===== src/rtl/muldiv_stall_unit_if.sv =====
// Handshake bundle between the core pipeline and the iterative mult/div unit.
// The core drives the master side, the unit sits on the slave side.
interface muldiv_stall_unit_if #(
    parameter int WIDTH = 32
);
    logic             StartE;
    logic [1:0]       OpE;
    logic [WIDTH-1:0] SrcAE;
    logic [WIDTH-1:0] SrcBE;
    logic             MdUseD;
    logic             WeHiW;
    logic             WeLoW;
    logic [WIDTH-1:0] WdW;
    logic             Busy;
    logic             MdStallD;
    logic [WIDTH-1:0] Hi;
    logic [WIDTH-1:0] Lo;

    modport master (
        output StartE, OpE, SrcAE, SrcBE, MdUseD, WeHiW, WeLoW, WdW,
        input  Busy, MdStallD, Hi, Lo
    );

    modport slave (
        input  StartE, OpE, SrcAE, SrcBE, MdUseD, WeHiW, WeLoW, WdW,
        output Busy, MdStallD, Hi, Lo
    );
endinterface


===== src/rtl/muldiv_stall_unit.sv =====
// Radix-2 iterative MULT/MULTU/DIV/DIVU with HI/LO and hazard stall request.
// Define MULDIV_EARLY_OUT_EN to finish multiplies once the multiplier bits run out.
module muldiv_stall_unit #(
    parameter int WIDTH = 32
) (
    input  logic                clk,
    input  logic                reset,
    muldiv_stall_unit_if.slave  md
);
    localparam int CW = $clog2(WIDTH + 1);

    typedef enum logic [1:0] {IDLE, RUN, SIGN} state_t;

    state_t             state_q;
    logic               busy_q;
    logic [CW-1:0]      cnt_q;
    logic               is_div_q, neg_res_q, neg_rem_q;
    logic [WIDTH-1:0]   hi_q, lo_q;
    // Multiply: acc = product, bop = shifted multiplicand.
    // Divide:   acc = {remainder, dividend/quotient}, bop[WIDTH-1:0] = divisor.
    logic [2*WIDTH-1:0] acc_q, bop_q;
    logic [WIDTH-1:0]   mplier_q;

    logic [2*WIDTH-1:0] acc_d, bop_d;
    logic [WIDTH-1:0]   mplier_d;
    logic [WIDTH:0]     rem_sh;
    logic [WIDTH-1:0]   rem_diff;
    logic               a_neg, b_neg, b_zero, early_out;
    logic [WIDTH-1:0]   a_mag, b_mag;
    logic [2*WIDTH-1:0] prod_s;
    logic [WIDTH-1:0]   quo_s, rem_s;

    assign a_neg  = md.OpE[0] & md.SrcAE[WIDTH-1];
    assign b_neg  = md.OpE[0] & md.SrcBE[WIDTH-1];
    assign b_zero = (md.SrcBE == '0);
    assign a_mag  = a_neg ? -md.SrcAE : md.SrcAE;
    assign b_mag  = b_neg ? -md.SrcBE : md.SrcBE;

    always_comb begin
        acc_d    = acc_q;
        bop_d    = bop_q;
        mplier_d = mplier_q;
        rem_sh   = {acc_q[2*WIDTH-1:WIDTH], acc_q[WIDTH-1]};
        rem_diff = WIDTH'(rem_sh - {1'b0, bop_q[WIDTH-1:0]});
        if (is_div_q) begin
            if (rem_sh >= {1'b0, bop_q[WIDTH-1:0]})
                acc_d = {rem_diff, acc_q[WIDTH-2:0], 1'b1};
            else
                acc_d = {rem_sh[WIDTH-1:0], acc_q[WIDTH-2:0], 1'b0};
        end else begin
            if (mplier_q[0])
                acc_d = acc_q + bop_q;
            bop_d    = bop_q << 1;
            mplier_d = mplier_q >> 1;
        end
    end

    // Shifting the multiplicand (not the product) keeps the product aligned,
    // so stopping early needs no realignment.
`ifdef MULDIV_EARLY_OUT_EN
    assign early_out = !is_div_q && (mplier_d == '0);
`else
    assign early_out = 1'b0;
`endif

    assign prod_s = neg_res_q ? -acc_q : acc_q;
    assign quo_s  = neg_res_q ? -acc_q[WIDTH-1:0] : acc_q[WIDTH-1:0];
    assign rem_s  = neg_rem_q ? -acc_q[2*WIDTH-1:WIDTH] : acc_q[2*WIDTH-1:WIDTH];

    always_ff @(posedge clk) begin
        if (reset) begin
            state_q   <= IDLE;
            busy_q    <= 1'b0;
            cnt_q     <= '0;
            is_div_q  <= 1'b0;
            neg_res_q <= 1'b0;
            neg_rem_q <= 1'b0;
            hi_q      <= '0;
            lo_q      <= '0;
            acc_q     <= '0;
            bop_q     <= '0;
            mplier_q  <= '0;
        end else begin
            case (state_q)
                IDLE: begin
                    if (md.WeHiW) hi_q <= md.WdW;
                    if (md.WeLoW) lo_q <= md.WdW;
                    if (md.StartE) begin
                        state_q   <= RUN;
                        busy_q    <= 1'b1;
                        cnt_q     <= CW'(WIDTH);
                        is_div_q  <= md.OpE[1];
                        // Divide by zero must leave the all-ones quotient un-negated.
                        neg_res_q <= (a_neg ^ b_neg) & ~(md.OpE[1] & b_zero);
                        neg_rem_q <= a_neg;
                        if (md.OpE[1]) begin
                            acc_q    <= {{WIDTH{1'b0}}, a_mag};
                            bop_q    <= {{WIDTH{1'b0}}, b_mag};
                            mplier_q <= '0;
                        end else begin
                            acc_q    <= '0;
                            bop_q    <= {{WIDTH{1'b0}}, a_mag};
                            mplier_q <= b_mag;
                        end
                    end
                end
                RUN: begin
                    acc_q    <= acc_d;
                    bop_q    <= bop_d;
                    mplier_q <= mplier_d;
                    cnt_q    <= cnt_q - CW'(1);
                    if (cnt_q == CW'(1) || early_out)
                        state_q <= SIGN;
                end
                SIGN: begin
                    if (is_div_q) begin
                        hi_q <= rem_s;
                        lo_q <= quo_s;
                    end else begin
                        {hi_q, lo_q} <= prod_s;
                    end
                    state_q <= IDLE;
                    busy_q  <= 1'b0;
                end
                default: begin
                    state_q <= IDLE;
                    busy_q  <= 1'b0;
                end
            endcase
        end
    end

    assign md.Busy     = busy_q;
    assign md.MdStallD = busy_q & md.MdUseD;
    assign md.Hi       = hi_q;
    assign md.Lo       = lo_q;
endmodule


===== src/flat_wrapper.sv =====
// flat-port wrapper written by rule: the top's interface ports become plain ports
module muldiv_stall_unit_flat 
#(
    parameter int WIDTH = 32
)
  (clk, reset, md_StartE, md_OpE, md_SrcAE, md_SrcBE, md_MdUseD, md_WeHiW, md_WeLoW, md_WdW, md_Busy, md_MdStallD, md_Hi, md_Lo);
  muldiv_stall_unit_if #(.WIDTH(WIDTH)) md_i ();
  input  logic clk;
  input  logic reset;
  input wire logic [$bits(md_i.StartE)-1:0] md_StartE;
  input wire logic [$bits(md_i.OpE)-1:0] md_OpE;
  input wire logic [$bits(md_i.SrcAE)-1:0] md_SrcAE;
  input wire logic [$bits(md_i.SrcBE)-1:0] md_SrcBE;
  input wire logic [$bits(md_i.MdUseD)-1:0] md_MdUseD;
  input wire logic [$bits(md_i.WeHiW)-1:0] md_WeHiW;
  input wire logic [$bits(md_i.WeLoW)-1:0] md_WeLoW;
  input wire logic [$bits(md_i.WdW)-1:0] md_WdW;
  output wire logic [$bits(md_i.Busy)-1:0] md_Busy;
  output wire logic [$bits(md_i.MdStallD)-1:0] md_MdStallD;
  output wire logic [$bits(md_i.Hi)-1:0] md_Hi;
  output wire logic [$bits(md_i.Lo)-1:0] md_Lo;
  assign md_i.StartE = md_StartE;
  assign md_i.OpE = md_OpE;
  assign md_i.SrcAE = md_SrcAE;
  assign md_i.SrcBE = md_SrcBE;
  assign md_i.MdUseD = md_MdUseD;
  assign md_i.WeHiW = md_WeHiW;
  assign md_i.WeLoW = md_WeLoW;
  assign md_i.WdW = md_WdW;
  assign md_Busy = md_i.Busy;
  assign md_MdStallD = md_i.MdStallD;
  assign md_Hi = md_i.Hi;
  assign md_Lo = md_i.Lo;
  muldiv_stall_unit #(.WIDTH(WIDTH)) u_core (.clk(clk), .reset(reset), .md(md_i));
endmodule

===== config.mk =====
export PLATFORM = sky130hd
export DESIGN_NAME = muldiv_stall_unit_flat
export DESIGN_NICKNAME = d
export VERILOG_FILES = /design/src/rtl/muldiv_stall_unit_if.sv /design/src/rtl/muldiv_stall_unit.sv /design/src/flat_wrapper.sv
export SDC_FILE = /design/constraint.sdc
export NUM_CORES = 1
export LEC_CHECK = 0
export BUFFER_PORTS_ARGS = -buffer_cell sky130_fd_sc_hd__buf_2
export CAP_MARGIN = 0
export CORE_ASPECT_RATIO = 1.5
export CORE_MARGIN = 1
export CORE_UTILIZATION = 50
export CTS_BUF_LIST = sky130_fd_sc_hd__clkbuf_4 sky130_fd_sc_hd__clkbuf_8 sky130_fd_sc_hd__clkbuf_16
export DETAILED_ROUTE_END_ITERATION = 10
export PLACE_DENSITY = 0.72
export SKIP_LAST_GASP = 1
export SYNTH_ARGS = -nofsm -noshare
export SYNTH_HDL_FRONTEND = slang
export SYNTH_SLANG_ARGS = --single-unit

===== constraint.sdc =====
create_clock -name clk -period 4 [get_ports clk]
set_input_delay 0.2 -clock clk [delete_from_list [all_inputs] [get_ports clk]]
set_output_delay 0.2 -clock clk [all_outputs]
set_load 0.02 [all_outputs]

; Word-level counts from Yosys, hierarchy flattened
; Index checks and enable logic that the tools add are counted.
[totals]
regBits = 236
input_bits = 104
output_inout_bits = 66
elab_cells = 81
[classes]
n_addsub = 8
n_lt_le_gt_ge = 1
eq_ne = 9
muxes = 32
bitwise = 8
n_reduce_logical = 12
[ops]
columns = cell, count
row1 = 64-bit two-way mux, 7
row2 = 32-bit two-way mux, 13
row3 = 64-bit case mux with 2 select lines, 2
row4 = 32-bit case mux with 2 select lines, 3
row5 = 32-bit negation, 4
row6 = 64-bit adder, 1
row7 = 64-bit negation, 1
row8 = 33-bit by 32-bit >= comparator with 1-bit output, 1
row9 = 32-bit zero test, 1
row10 = 32-bit subtractor, 1
row11 = 6-bit case mux with 2 select lines, 1
row12 = 2-bit AND reduction, 6
row13 = "2-bit inequality test, second input constant", 4
row14 = "6-bit by 1-bit == test with 1-bit output, second input constant", 1
row15 = 6-bit two-way mux, 1
row16 = 3-bit AND reduction, 2
row17 = "6-bit by 1-bit subtractor with 6-bit output, second input constant", 1
row18 = 1-bit bitwise AND, 5
row19 = 2-bit two-way mux, 2
row20 = 2-bit case mux with 2 select lines, 1
row21 = 2-bit nonzero test, 2
row22 = "3-bit by 1-bit inequality test with 1-bit output, second input constant", 1
row23 = "2-bit by 1-bit == test with 1-bit output, second input constant", 1
row24 = "2-bit == test, second input constant", 1
row25 = 6 further kinds, 7

; Logic depth before layout (Yosys ltp)
; Gate-level depths: netlist of run 1.
[depth]
depth_word = 5
ltp_mapped = 15
mapped_depth_nobuf = 14

; Worst setup path after synthesis of run 1
; No wires, ideal clock.
[synth_timing]
kind = flip-flop to flip-flop
startpoint = register u_core.bop_q[0]
endpoint = register u_core.acc_q[60]
arrival_ps = 3131
required_ps = 3939
setup_slack_ps = 808
path_stages_with_launch = 13
path_buffers = 0
synth_period_minus_slack_ps = 3192
cell_sequence = dfxtp_1 > ha_1 > fa_1 > a211oi_1 > o211ai_1 > a211o_1 > a41o_1 > a21oi_1 > nor2_1 > o22ai_1 > o31ai_1 > o41a_1 > nand2_1
[synth_via]
elab_chain_cells = 4
elab_cells_between_ends = 7
classes_between = 2 x add/sub / 1 x order compare / 4 x mux
[synth_rtl]
columns = element, line_no
row1 = "start, declared", muldiv_stall_unit.sv:21  ; logic [2*WIDTH-1:0] acc_q, bop_q;
row2 = "start signal, assigned", muldiv_stall_unit.sv:98  ; bop_q <= {{WIDTH{1'b0}}, b_mag};
row3 = "start signal, assigned", muldiv_stall_unit.sv:102  ; bop_q <= {{WIDTH{1'b0}}, a_mag};
row4 = "start signal, assigned", muldiv_stall_unit.sv:109  ; bop_q <= bop_d;
row5 = "64-bit adder, or another cell as far along", muldiv_stall_unit.sv:52  ; acc_d = acc_q + bop_q;
row6 = "64-bit two-way mux, on equally long branches", "muldiv_stall_unit.sv:51, muldiv_stall_unit.sv:46"
row7 = 64-bit two-way mux (*), muldiv_stall_unit.sv:45  ; if (is_div_q) begin
row8 = 64-bit case mux with 2 select lines (*), muldiv_stall_unit.sv:84  ; case (state_q)
row9 = "end signal, assigned", muldiv_stall_unit.sv:97  ; acc_q <= {{WIDTH{1'b0}}, a_mag};
row10 = "end, declared", muldiv_stall_unit.sv:21
; Every way passes the cells marked *; elsewhere a longest branch is shown, timed or not. The select of a mux whose other input is x is not followed.
; A chain may end at the register's enable or synchronous reset.

; Final worst setup path of run 1
[layout_timing]
startpoint = register u_core.bop_q[0]
endpoint = register u_core.acc_q[56]
; The elaborated chain is that of the path after synthesis.

==> results of run 1 <==
-- path summary, 6_finish.rpt --
path	start	end	slack [ns]
min	reset	u_core.md.Lo[25]	0.02
min reg2reg	u_core.mplier_q[31]	u_core.mplier_q[31]	0.46
max	u_core.bop_q[0]	u_core.acc_q[56]	0.20
max reg2reg	u_core.bop_q[0]	u_core.acc_q[56]	0.20
-- power by group --
| group | switching [mW] | total (mW) | internal [mW] |
|---|---|---|---|
| clock | 1.11 | 2.55 | 1.45 |
| combinational | 1.66 | 2.51 | 0.856 |
| sequential | 0.183 | 2.71 | 2.53 |
| total | 2.94 | 7.78 | 4.83 |
-- cell type report --
type	count	area [µm²]
tap	489	612
sequential	236	4730
inverter	83	312
clock buffer	33	739
clock inverter	15	146
multi-input combinational	2170	13400
fill	3711	15800
timing repair buffer	275	1730
-- logic make-up (layout without fill, tap and decap cells) --
group / count (synthesis) / in the layout / share of synthesized area (%)
AO/OA/AOI/OAI: 967 / 967 / 32.3
AND/OR/NAND/NOR: 886 / 886 / 21.2
buffers and inverters: 249 / 406 / 4.94
flip-flops: 236 / 236 / 24.8
XOR/XNOR: 197 / 197 / 9.05
adder cells (fa/ha/maj): 103 / 103 / 6.84
multiplexers: 17 / 17 / 0.906
-- worst max-delay path: stages (launching register included) --
cell and delay, ns:
dfxtp_1 0.37, ha_1 0.27, fa_1 0.43, a211oi_1 0.41
o211ai_1 0.23, a211o_1 0.40, a41o_1 0.25, a21oi_1 0.13
buf_4 0.19, nor2_1 0.06, o22ai_1 0.27, buf_4 0.21
o21ba_2 0.15, xor2_1 0.19, o21ai_0 0.10
-- per-layer routing --
layer  share of wire, %  wire [µm]  up-vias  global-route usage, %
li1                   -          -     9970                      -
met3                6.8       5720      373                   7.56
met2                 49      40900      976                   73.3
met5              0.049         41        -                      0
met1                 34      28900    10200                   42.8
met4                 10       8740        6                   39.2
-- through the flow --
stage / hold WS [ns] / instance area, µm² / utilization (%) / setup slack [ns] / cells
4_1_cts: 0.0160 / 21700 / 57.8 / 0.263 / 3301
3_5_place_dp: 0.452 / 20700 / 55.1 / 0.281 / 3241
2_1_floorplan: 0.348 / 19100 / - / 0.808 / 2655
5_1_grt: 0.0318 / 21700 / 57.8 / 0.105 / 3301
3_3_place_gp: 0.439 / 20700 / 55.1 / 0.321 / 3241
6_report: 0.0156 / 21700 / 57.8 / 0.196 / 3301
-- registers in the layout, indices dropped and copies added, names as in the netlist --
name / count
u_core.acc_q: 64
u_core.bop_q: 64
u_core.md.Hi: 32
u_core.md.Lo: 32
u_core.mplier_q: 32
u_core.cnt_q: 6
u_core.state_q: 2
u_core.is_div_q: 1
u_core.md.Busy: 1
u_core.neg_rem_q: 1
u_core.neg_res_q: 1
-- cells in the mapped netlist, types with 17 or more instances --
library cell / number
nor2_1: 338
a21oi_1: 276
nand2_1: 259
dfxtp_1: 236
o21ai_0: 219
clkbuf_1: 150
xnor2_1: 119
a211oi_1: 118
ha_1: 101
inv_1: 82
xor2_1: 78
nor3_1: 61
a21o_1: 56
o211ai_1: 52
a22oi_1: 45
nand3_1: 41
or3_1: 32
o31ai_1: 31
and2_1: 25
a31oi_1: 23
nor4_1: 20
nand4_1: 19
a311oi_1: 17
nand2b_1: 17
-- what timing repair did --
action | 4_1_cts | 5_1_grt
hold buffers | 12 | 0
gates resized for setup | 0 | 0
endpoints found under the hold margin | 12 | 0
==> flow_summary_export.csv, run 1 <==
group,metric,value,unit
route,drt_iter0_markers,1954,
power,p_per_area,358,mW/mm²
sta,hold_viol_final,0,
final_layout,area.growth.synth_to_final,13.9,%
sta,setup_viol,0,
cts,htree_levels,1,
final_layout,final_common_cell,"nor2_1",
cts,cts_tree,"done",
yosys,synth_edf_count,0,
yosys,ys_seq_elements,236,
floorplan,pin_count,170,
floorplan,fp.dieArea,0.0389,mm²
yosys,yosys_warnings,0,
sta,report.final.slew_viol_count,0,
final_layout,drive_gt1_share,12.4,%
worst_setup_path,crit_required,4.43,ns
worst_setup_path,reg2reg_depth,14,
global_routing,grt_usage,42.1,%
floorplan,die_y,241,µm
sta,rsz0062_at_grt,"false",
yosys,synth_top_area_share,24.8,%
worst_setup_path,arrival,4.23,ns
worst_setup_path,end_kind,"flip-flop",
sta,final.setup.tns,0,ns
run_status,status,"complete, no violations",
placed_design,portBuffers,169,
floorplan,core,0.0376,mm²
global_routing,grt_max_degree,155,
route,totalWireLength,84300,µm
cts,post_cts_buffers,0,
flow_run,drv_cap,0,
worst_setup_path,crit_path_start_kind,"flip-flop",
cts,cts_made_buffers,27,
route,routedWlPerCell,25.6,µm
cts,cts_root_buf,"clkbuf_16",
global_routing,grt_pass1_wl,123000,µm
worst_setup_path,path_class,"flip-flop to flip-flop",
yosys,synth_top_area_cell,"dfxtp_1",
yosys,async_flop_share,0,%
global_routing,grt_pass1_vias,20600,
floorplan,start_util,50.7,%
final_layout,final_nets,3000,
yosys,syn_area,0.0191,mm²
yosys,ys.flop_type,"dfxtp_1",
cts,clk_path_buf_depth,3,
yosys,synth_cell_types,81,
floorplan,die_w,161,µm
route,dr.pass1.iters,8,
yosys,ys_top_cells_by_area,"dfxtp_1 (25%), a21oi_1 (7.2%), nor2_1 (6.7%)",
placed_design,hpwl,65500,µm
global_routing,grt_antenna_before_repair,3,
sta,tightest_slew,1.01,ns
floorplan,placementRows,87,
min_path,min_path_type,"primary input to flip-flop",
power,ir_worst_vdd,362,µV
final_layout,diodes,0,
final_layout,final_cell_mix,"nor2_1 (334), a21oi_1 (274), nand2_1 (259), dfxtp_1 (235), o21ai_0 (219)",
yosys,ys_seq_area_share,24.8,%
sta,post-route-period-util,95.1,%
cts,cts.sinks,236,
power,power,7.78,mW
global_routing,overflow,0,
sta,finalCriticalPeriod,3.80,ns
route,ant_nets,0,
yosys,syn_nets,2862,
route,viasPerCell,6.52,
power,leakagePower,8.96,nW
route,num_vias,21500,
sta,clock_skew,0.0179,ns
cts,clkLatencyLatePin,0.56,ns
sta,relSlewSlack,32.5,%
yosys,synth_area_per_cell,7.18,µm²
yosys,syn_inst,2655,
cts,path_clk_slew,0.07,ns
worst_setup_path,worst-path-max-fanout,6,
placed_design,place.gp.congestion,1.12,
route,drc_errors,0,
min_path,min_path_cells,2,
sta,fmax,263,MHz
(Power assumes the default switching activity.)
==> run 2, diff against run 1 <==
--- a/config.mk
+++ b/config.mk
@@ -7,7 +7,7 @@
 export LEC_CHECK = 0
 export BUFFER_PORTS_ARGS = -buffer_cell sky130_fd_sc_hd__buf_2
 export CAP_MARGIN = 0
-export CORE_ASPECT_RATIO = 1.5
+export CORE_ASPECT_RATIO = 1.1
 export CORE_MARGIN = 1
 export CORE_UTILIZATION = 50
 export CTS_BUF_LIST = sky130_fd_sc_hd__clkbuf_4 sky130_fd_sc_hd__clkbuf_8 sky130_fd_sc_hd__clkbuf_16
==> run 2 against run 1 <==
The flow now finishes with violations (negative hold slack). Utilization increased by 0.45 points. Critical path depth decreased by 3. Maximum frequency up 0.38%. Sequential power about the same. Via count fell by 1.5%. Register-to-register slack about the same. Critical endpoint is now u_core.acc_q[37]. Largest cell class unchanged.
==> flow_summary_export.csv, run 2 (synthesized netlist as in run 1, its figures left out) <==
group,metric,value,unit
run_status,status,"finished, violations left",
run_status,violations,"negative hold slack",
sta,report.final.slew_viol_count,0,
global_routing,grt_max_degree,96,
sta,final.setup.tns,0,ns
worst_setup_path,path_cells,"ha_1 -> and2_1 -> a21oi_1 -> o221ai_1 -> a221oi_1 -> o311a_1 -> nor2_2 -> buf_12 -> o211ai_1 -> o21ai_0 -> a22o_1",
min_path,min_path_type,"primary input to flip-flop",
cts,cts_tree,"done",
worst_setup_path,worst-path-max-fanout,22,
worst_setup_path,end_kind,"flip-flop",
sta,fmax,264,MHz
floorplan,pin_count,170,
final_layout,finalInstanceArea,0.0217,mm²
route,viasPerCell,6.44,
cts,hold_buffers,14,
worst_setup_path,slowest_stage,"dfxtp_1",
cts,post_cts_buffers,0,
worst_setup_path,crit_family,"compound AO/OA/AOI/OAI gates",
sta,hold_viol_final,1,
floorplan,start_util,51.1,%
global_routing,overflow,0,
worst_setup_path,crit_buf_inv,1,
global_routing,grt_pass1_vias,19200,
cts,cts-resized-gates,0,
cts,cts_made_buffers,28,
final_layout,reg_top3,"u_core.acc_q x64, u_core.bop_q x64",
final_layout,drive_gt1_share,11.9,%
sta,clock_skew,0.0236,ns
final_layout,final_common_cell,"nor2_1",
placed_design,hpwl,58400,µm
placed_design,placed_cell_area,0.0206,mm²
sta,fin_ws,0.210,ns
cts,path_clk_slew,0.07,ns
sta,finalCriticalPeriod,3.79,ns
cts,htree_levels,1,
sta,tightest_slew,1.06,ns
route,num_vias,21200,
cts,cts_root_buf,"clkbuf_16",
worst_setup_path,arrival,4.27,ns
floorplan,die_w,188,µm
cts,clk_path_buf_depth,3,
final_layout,area.growth.synth_to_final,14.1,%
cts,clkLatencyLatePin,0.60,ns
placed_design,portBuffers,169,
route,drt_iter0_markers,1971,
placed_design,pre_cts_slack,0.304,ns
route,routedWlPerCell,22.9,µm
floorplan,placementRows,74,
power,p_per_area,367,mW/mm²
global_routing,grt_usage,37.5,%
flow_run,drv_cap,0,
floorplan,core,0.0373,mm²
route,dr.pass1.iters,5,
power,leakagePower,8.94,nW
global_routing,grt_antenna_before_repair,0,
power,ir_worst_vdd,385,µV
worst_setup_path,crit_required,4.48,ns
placed_design,place.gp.congestion,1.00,
final_layout,final_nets,2984,
sta,setup_viol,0,
global_routing,grt_pass1_wl,113000,µm
route,totalWireLength,75500,µm
sta,whs,-0.00263,ns
final_layout,final_cell_mix,"nor2_1 (334), a21oi_1 (274), nand2_1 (259), dfxtp_1 (235), o21ai_0 (219)",
cts,cts.sinks,236,
route,drc_errors,0,
floorplan,fp.dieArea,0.0389,mm²
floorplan,die_y,207,µm
sta,rsz0062_at_grt,"false",
final_layout,fin_util,58.3,%
sta,post-route-period-util,94.7,%
worst_setup_path,path_class,"flip-flop to flip-flop",
route,ant_nets,0,
worst_setup_path,critPathMaxStageDelay,0.69,ns
sta,relSlewSlack,29.5,%
worst_setup_path,crit_path_start_kind,"flip-flop",
run 2: final cells by class:
cell class              instances  area, µm²
fillers                      3619      15600
multi-input cells            2170      13400
flip-flops and latches        236       4730
repair buffers                258       1620
clock buffers                  37        806
well taps                     494        618
inverters                      83        312
clock inverters                14        209
diodes                          1       2.50
run 2: through the flow:
step | cells | hold slack, ns | power (mW)
final | 3293 | -0.00263 | 7.98
after global routing | 3292 | 0.0304 | 8.30
after CTS | 3292 | 0.0000911 | 7.94
after detailed placement | 3227 | 0.452 | 5.12
after global placement | 3227 | 0.442 | 5.09
after floorplan | 2655 | 0.348 | 4.29
run 2: path summary, 6_finish.rpt:
path | end | startpoint | cells past startpoint | slack (ns)
worst max register to register | u_core.acc_q[37] | u_core.acc_q[46] | 11 | 0.21
worst max-delay path | u_core.acc_q[37] | u_core.acc_q[46] | 11 | 0.21
worst min register to register | u_core.mplier_q[2] | u_core.mplier_q[2] | 2 | 0.46
worst min-delay path | u_core.md.Hi[28] | md_WdW[28] | 5 | -0.003
run 2: report_power, final:
group | leakage [nW] | switching (mW) | internal [mW]
registers | 1.94 | 0.189 | 2.53
logic | 6.51 | 1.59 | 0.838
clock network | 0.490 | 1.15 | 1.68
run 2: tightest hold or removal path, stage by stage:
cell and delay (ns):
buf_2 0.11, nand2_1 0.06, o211ai_1 0.08, o21ai_0 0.07, nor2_1 0.04
run 2: routing by layer:
| layer | share of wire (%) | track usage [%] | up-vias | wire length (µm) |
|---|---|---|---|---|
| met3 | 8.1 | 4.65 | 164 | 6110 |
| met4 | 4.3 | 15.7 | 0 | 3260 |
| met1 | 42 | 49.3 | 10100 | 31800 |
| met2 | 45 | 62.0 | 993 | 34300 |
| met5 | 0 | 0 | - | 0 |
| li1 | - | - | 9954 | - |
